==> src/rtl/fetch_stage.sv <==
// -----------------------------------------------------------------------------
// fetch_stage -- instruction-fetch stage of the Riscv151 pipeline.
//
// Holds the fetch PC (pc_req), drives the synchronous-read BIOS and IMEM
// instruction ports and presents PC_IF / instruction_IF to decode under a
// valid/ready handshake. Execute redirects take effect on the next cycle;
// only the squashed wrong-path slot is lost.
//
// Optional feature macro: FETCH_ADDR_CHECK_EN
//   defined   : unmapped/misaligned fetch addresses raise fetch_fault and park
//               the stage in FAULT until a redirect arrives.
//   undefined : no fault detection, fetch_fault tied 0, redirect_pc[1:0]
//               forced to 0, unmapped addresses present NOP_INSTR as valid.
//
// Ports:
//   clk            in   1   clock, rising edge
//   rst            in   1   asynchronous reset, active-low
//   ready_ID       in   1   decode accepts the current instruction
//   redirect_valid in   1   execute requests a PC redirect
//   redirect_pc    in  32   redirect target
//   bios_addra     out 12   BIOS word address (fetch_addr[13:2])
//   bios_douta     in  32   BIOS read data, 1-cycle latency
//   imem_addrb     out 14   IMEM word address (fetch_addr[15:2])
//   imem_doutb     in  32   IMEM read data, 1-cycle latency
//   PC_IF          out 32   address of instruction_IF
//   instruction_IF out 32   fetched instruction (NOP_INSTR when not valid)
//   valid_IF       out  1   instruction_IF is real and not squashed
//   fetch_fault    out  1   bad fetch address
//   fetch_count    out 32   instructions accepted by decode
// -----------------------------------------------------------------------------
module fetch_stage #(
    parameter logic [31:0] RESET_PC  = 32'h4000_0000,
    parameter logic [31:0] NOP_INSTR = 32'h0000_0013
) (
    input  logic        clk,
    input  logic        rst,
    input  logic        ready_ID,
    input  logic        redirect_valid,
    input  logic [31:0] redirect_pc,
    output logic [11:0] bios_addra,
    input  logic [31:0] bios_douta,
    output logic [13:0] imem_addrb,
    input  logic [31:0] imem_doutb,
    output logic [31:0] PC_IF,
    output logic [31:0] instruction_IF,
    output logic        valid_IF,
    output logic        fetch_fault,
    output logic [31:0] fetch_count
);

    typedef enum logic [1:0] {
        BOOT  = 2'd0,
        RUN   = 2'd1,
        FAULT = 2'd2
    } state_t;

    state_t      state_q, state_d;
    logic [31:0] pc_req_q, pc_req_d;
    logic [31:0] fetch_count_q, fetch_count_d;

    logic        sel_bios;
    logic        sel_imem;
    logic        bad;
    logic        advance;
    logic [31:0] redirect_target;
    logic [31:0] fetch_addr;

    // Memory data arriving this cycle belongs to pc_req_q, so the source
    // decode is done on the registered PC, not on fetch_addr.
    assign sel_bios = (pc_req_q[31:28] == 4'h4);
    assign sel_imem = (pc_req_q[31:28] == 4'h1);

`ifdef FETCH_ADDR_CHECK_EN
    assign bad             = ~(sel_bios | sel_imem) | (pc_req_q[1:0] != 2'b00);
    assign redirect_target = redirect_pc;
`else
    assign bad             = 1'b0;
    assign redirect_target = redirect_pc & 32'hFFFF_FFFC;
`endif

    assign valid_IF = (state_q == RUN) & ~redirect_valid & ~bad;
    assign advance  = valid_IF & ready_ID;

    // A stall simply re-requests pc_req_q; the synchronous memories then
    // return the same word again, so no instruction hold register is needed.
    always_comb begin
        fetch_addr = pc_req_q;
        if (state_q == BOOT) begin
            fetch_addr = RESET_PC;
        end else if (redirect_valid) begin
            fetch_addr = redirect_target;
        end else if (advance) begin
            fetch_addr = pc_req_q + 32'd4;
        end
    end

    always_comb begin
        state_d       = state_q;
        pc_req_d      = fetch_addr;
        fetch_count_d = fetch_count_q + {31'd0, advance};
        unique case (state_q)
            BOOT:  state_d = RUN;
            RUN:   if (bad && !redirect_valid) state_d = FAULT;
            FAULT: if (redirect_valid) state_d = RUN;
            default: state_d = BOOT;
        endcase
    end

    always_ff @(posedge clk or negedge rst) begin
        if (!rst) begin
            state_q       <= BOOT;
            pc_req_q      <= RESET_PC;
            fetch_count_q <= 32'd0;
        end else begin
            state_q       <= state_d;
            pc_req_q      <= pc_req_d;
            fetch_count_q <= fetch_count_d;
        end
    end

    always_comb begin
        instruction_IF = NOP_INSTR;
        if (valid_IF) begin
            if (sel_bios) begin
                instruction_IF = bios_douta;
            end else if (sel_imem) begin
                instruction_IF = imem_doutb;
            end
        end
    end

`ifdef FETCH_ADDR_CHECK_EN
    // Asserted in the first bad cycle (still RUN) and held through FAULT.
    assign fetch_fault = (state_q == FAULT) |
                         ((state_q == RUN) & bad & ~redirect_valid);
`else
    assign fetch_fault = 1'b0;
`endif

    assign bios_addra  = fetch_addr[13:2];
    assign imem_addrb  = fetch_addr[15:2];
    assign PC_IF       = pc_req_q;
    assign fetch_count = fetch_count_q;

endmodule
==> config.mk <==
export PLATFORM = sky130hd
export DESIGN_NAME = fetch_stage
export DESIGN_NICKNAME = d
export VERILOG_FILES = /design/src/rtl/fetch_stage.sv
export SDC_FILE = /design/constraint.sdc
export NUM_CORES = 1
export LEC_CHECK = 0
export CAP_MARGIN = 40
export CORE_AREA = 2 2 87 89
export DETAILED_ROUTE_END_ITERATION = 10
export DIE_AREA = 0 0 89 91
export DONT_BUFFER_PORTS = 1
export GPL_TIMING_DRIVEN = 0
export PLACE_DENSITY = 0.73
export SLEW_MARGIN = 10
export SYNTH_ARGS = -nofsm -noshare
export SYNTH_HDL_FRONTEND = slang
export SYNTH_SLANG_ARGS = --single-unit
==> constraint.sdc <==
create_clock -name clk -period 3.3 [get_ports clk]
set_input_delay 0.66 -clock clk [delete_from_list [all_inputs] [get_ports clk]]
set_output_delay 0.66 -clock clk [all_outputs]
set_load 0.1 [all_outputs]
==> metrics, run 1 <==
YS warnings=0; cts hold-fix bufs=1; Stop Error=[ERROR DPL-0033] detailed placement checks failed during check placement.; Final Wtd Congestion=0.879; port bufs=0; Post-synth EDFFs=0; cts repair resizes=20; Root Driver=clkbuf_8; register area share after synthesis=38.2%; initial core utilization=57.9%; Post-DP HPWL=between 10,000 and 15,000 um; postcts setup bufs=1; CTS Sinks=63; htree depth=3; predominant post-synthesis flop cell=dfrtp_1; Mapped Cells=around 460; num rows=31; Die Y=slightly above 90 um; ys async rst share=between 90% and 100%; Die Width=89 um; Post-Place Setup Slack=-0.331 ns; Synth cell types=55; I/O Pins=approximately 220; Num CTS Buffers=9; syn_area_per_cell=8.95 um^2; Fail Step=clock tree synthesis (4_1_cts); synthesized cell area=0.00414 mm^2; Synth Register Bits=63; CTS Buffer Depth=2; outcome=aborted with a tool error
## cells in the mapped netlist (13+ instances only)
library cell	number	area, um^2
and3_1	13	81.3
o21ai_0	18	90.1
xnor2_1	30	263
nand4_1	23	144
nand2_1	33	124
dfrtp_1	62	1550
nand3_1	24	120
a22oi_1	29	218
nor4_1	13	81.3
clkbuf_1	13	48.8
nor2_1	44	165
buf_4	29	218
## cell families after synthesis
logic type / synth area share (%)
other: 0.182
buffers and inverters: 9.26
muxes: 0.242
adders and majority gates: 0.908
DFF: 38.2
xor gates and xnor gates: 8.47
AOI/OAI and AO/OA: 15.8
and+or+nand+nor: 27.0
## metrics by stage
stage / cell area (um^2) / utilization [%] / setup TNS, ns / instances
2_1_floorplan: 4320 / - / -0.167 / 464
3_3_place_gp: 4440 / 62.2 / -6.05 / 563
3_5_place_dp: 6670 / 93.4 / -2.41 / 684
==> inputs of run 2 (changes only) <==
CORE_AREA = unset   (was 2 2 87 89)
CORE_MARGIN = 1.5   (was unset)
CORE_UTILIZATION = 40   (was unset)
DIE_AREA = unset   (was 0 0 89 91)
PLACE_DENSITY = unset   (was 0.73)
PLACE_DENSITY_LB_ADDON = 0.15   (was unset)
==> metrics, run 2 <==
area added between synthesis and finish=68.9%; Power Internal=1.64 mW; commonest non-fill, non-tap cell in the layout=buf_16; Critical Path AT=2.58 ns; switch share=44.6%; reg2reg start=state_q[0]; Synth top cells by count=62 x dfrtp_1, 44 x nor2_1, 33 x nand2_1; Worst IR Drop VDD=0.792 mV; most frequent cells in the layout=71 x buf_16, 61 x dfrtp_1, 30 x nand2_1, 30 x xnor2_1, 29 x a22oi_1; clk slew on worst S/H paths=0.07 ns; Die Y=105 um (+15%); synthesized cell area=0.00414 mm^2 (unchanged); Final ANT Viol Nets=0; Num CTS Buffers=9 (unchanged); Mapped Cells=462 (unchanged); Post-synth EDFFs=0 (unchanged); Final Wtd Congestion=0.865 (-1.6%); Final Hold Fails=0; outcome=completed; clock skew=0.00401 ns; design area=0.00699 mm^2; port bufs=0 (unchanged); CORE AREA=~0.01 mm^2; crit path launch type=input port; total grt overflow=0; count leader, synth=dfrtp_1; predominant post-synthesis flop cell=dfrtp_1; drt drc=0; Req. time, crit path=2.64 ns; ys async rst share=100% (unchanged); syn_area_per_cell=8.95 um^2 (unchanged); relative slew slack=a little over 40%; CP max stage delay=0.48 ns; Final setup violation count=0; register area share after synthesis=38.2% (unchanged); Die Area=0.0110 mm^2; Comb power frac=a little under half; worst slew pin tran=0.871 ns; hold crit path type=input port to asynchronous set/reset pin; worst-path cell chain=clkbuf_1 > nand3b_1 > nor4_4 > a211oi_1 > nor3_2 > buf_4; Die Width=105 um (+18%); GR Util All Layers=26.6%; power density over cell area=around 420 mW/mm^2; num rows=36 (+16%); routed length per instance=20.1 um; pin count of the biggest net entering global routing=63; reg2reg path depth=9; sequential power share=31.6%; YS warnings=0 (unchanged); DRT Pass-1 Iters=4; Sw Pwr=1.32 mW; Post-DP HPWL=11,500 um (-22%); Max Fanout on Critical Path=10; first-pass GRT wire length=22,900 um; Fillers=~700; synth top area cells=dfrtp_1 38%, xnor2_1 6.4%, a22oi_1 5.3%, buf_4 5.3%, nor2_1 4.0%; CTS tree=done; Synth top area share=37.5% (unchanged); Synth Register Bits=63 (unchanged); Routed WL=~15,000 um; Vias=4,265; Synth cell types=55 (unchanged); area leader, netlist=dfrtp_1; CTS Buffer Depth=2 (unchanged); crit path from=redirect_valid; CTS Sinks=63 (unchanged); Antenna Cells=0; vias per cell=5.87; crit end category=output port; maxcap violations=0; final design utilization=slightly above 70%; worst skew pair latency=0.35 ns; initial antenna violation count=0; initial core utilization=41.7% (-16 points); htree depth=3 (unchanged); Final Max Slew Viols=0; number of global-route vias before repair=4,230; Starting DRT DRC Count=approximately 290; share of layout cells above drive strength 1=32.2%; I/O Pins=224 (unchanged); final net count=692; dpl cell area=0.00670 mm^2 (+0.54%); Clk pwr share=22.6%; Leak Pwr=2.87 nW; Root Driver=clkbuf_8; CP Capture Point=imem_addrb[11]; flop2flop setup slack=approximately 0.43 ns; Achievable Freq=0.309 GHz; period utilization=98.1%; max reg flops=32; Crit Path Class=input port to output port; Min Clock Period, post-route=roughly 3.2 ns; slowest CP cell=nor4_4; RR Endpoint=fetch_count[26]
## run 2: critical path, delay by kind of cell
kind / cells / cell delay, ns
AND/OR/NAND/NOR: 3 / 1.17
AO/OA/AOI/OAI: 1 / 0.15
buffers and inverters: 2 / 0.58
## run 2: worst min-delay path by stage
stage               slack [ns]         endpoint  start  depth (start not counted)
global route              0.12        PC_IF[30]    rst                          0
finish                    0.15        PC_IF[30]    rst                          0
floorplan                 0.36        PC_IF[10]    rst                          0
global placement          0.37  fetch_count[12]    rst                          0
CTS                       0.13        PC_IF[30]    rst                          0
detailed placement        0.37  fetch_count[12]    rst                          0
## run 2: metrics by stage
| step | setup TNS (ns) | cells | setup slack (ns) | total power, mW | hold slack [ns] |
|---|---|---|---|---|---|
| after global placement | -8.99 | 597 | -0.503 | 1.86 | 0.366 |
| after CTS | 0 | 727 | 0.0337 | 2.98 | 0.129 |
| after detailed placement | -1.37 | 711 | -0.265 | 2.28 | 0.365 |
| final | 0 | 727 | 0.0621 | 2.96 | 0.152 |
| after global routing | -0.0664 | 727 | -0.0474 | 3.07 | 0.119 |
| after floorplan | -0.167 | 464 | -0.167 | 1.79 | 0.364 |
## run 2: power groups by stage
stage          Clock (mW)  Sequential [mW]  Combinational [mW]
2_1_floorplan           0             1.28               0.518
3_3_place_gp            0             1.30               0.558
3_5_place_dp            0            0.950                1.33
4_1_cts             0.688            0.937                1.35
5_1_grt             0.726            0.945                1.40
6_report            0.669            0.937                1.35
## run 2: kinds of logic (layout without fill, tap and decap cells)
family / count (synthesis) / count (layout) / share of synthesized area, %
simple gates: 200 / 200 / 27.0
compound gates: 92 / 92 / 15.8
flops: 63 / 63 / 38.2
buf+inv: 61 / 191 / 9.26
xor+xnor: 40 / 40 / 8.47
fa+ha+maj: 3 / 3 / 0.908
other cells: 2 / 4 / 0.182
mux: 1 / 1 / 0.242
## run 2: area by class of cell
class / instances / area [um^2] / share of cell area [%]
buffer: 51 / 364 / 5.21
tap: 133 / 166 / 2.38
timing repair buffer: 116 / 2250 / 32.2
sequential: 63 / 1580 / 22.7
inverter: 8 / 33.8 / 0.484
clock inverter: 4 / 45.0 / 0.645
clock buffer: 12 / 145 / 2.08
multi-input combinational: 340 / 2400 / 34.3
## run 2: timing repair
item | in CTS | in global routing
hold endpoints to repair | 62 | 0
resized for setup | 4 | 14
pin swaps | 1 | 1
setup buffers | 0 | 1
hold buffers | 1 | 0
setup endpoints to repair | 21 | 31
## run 2: routing by layer
metal  GRT usage (%)  up-vias  routed length [um]
met4            6.65        0                 197
met1            31.1     2098                5500
met5               0        -                   0
li1                -     1942                   -
met2            47.9      209                7830
met3            7.42       16                1110
Power figures use the tool's default switching activity.
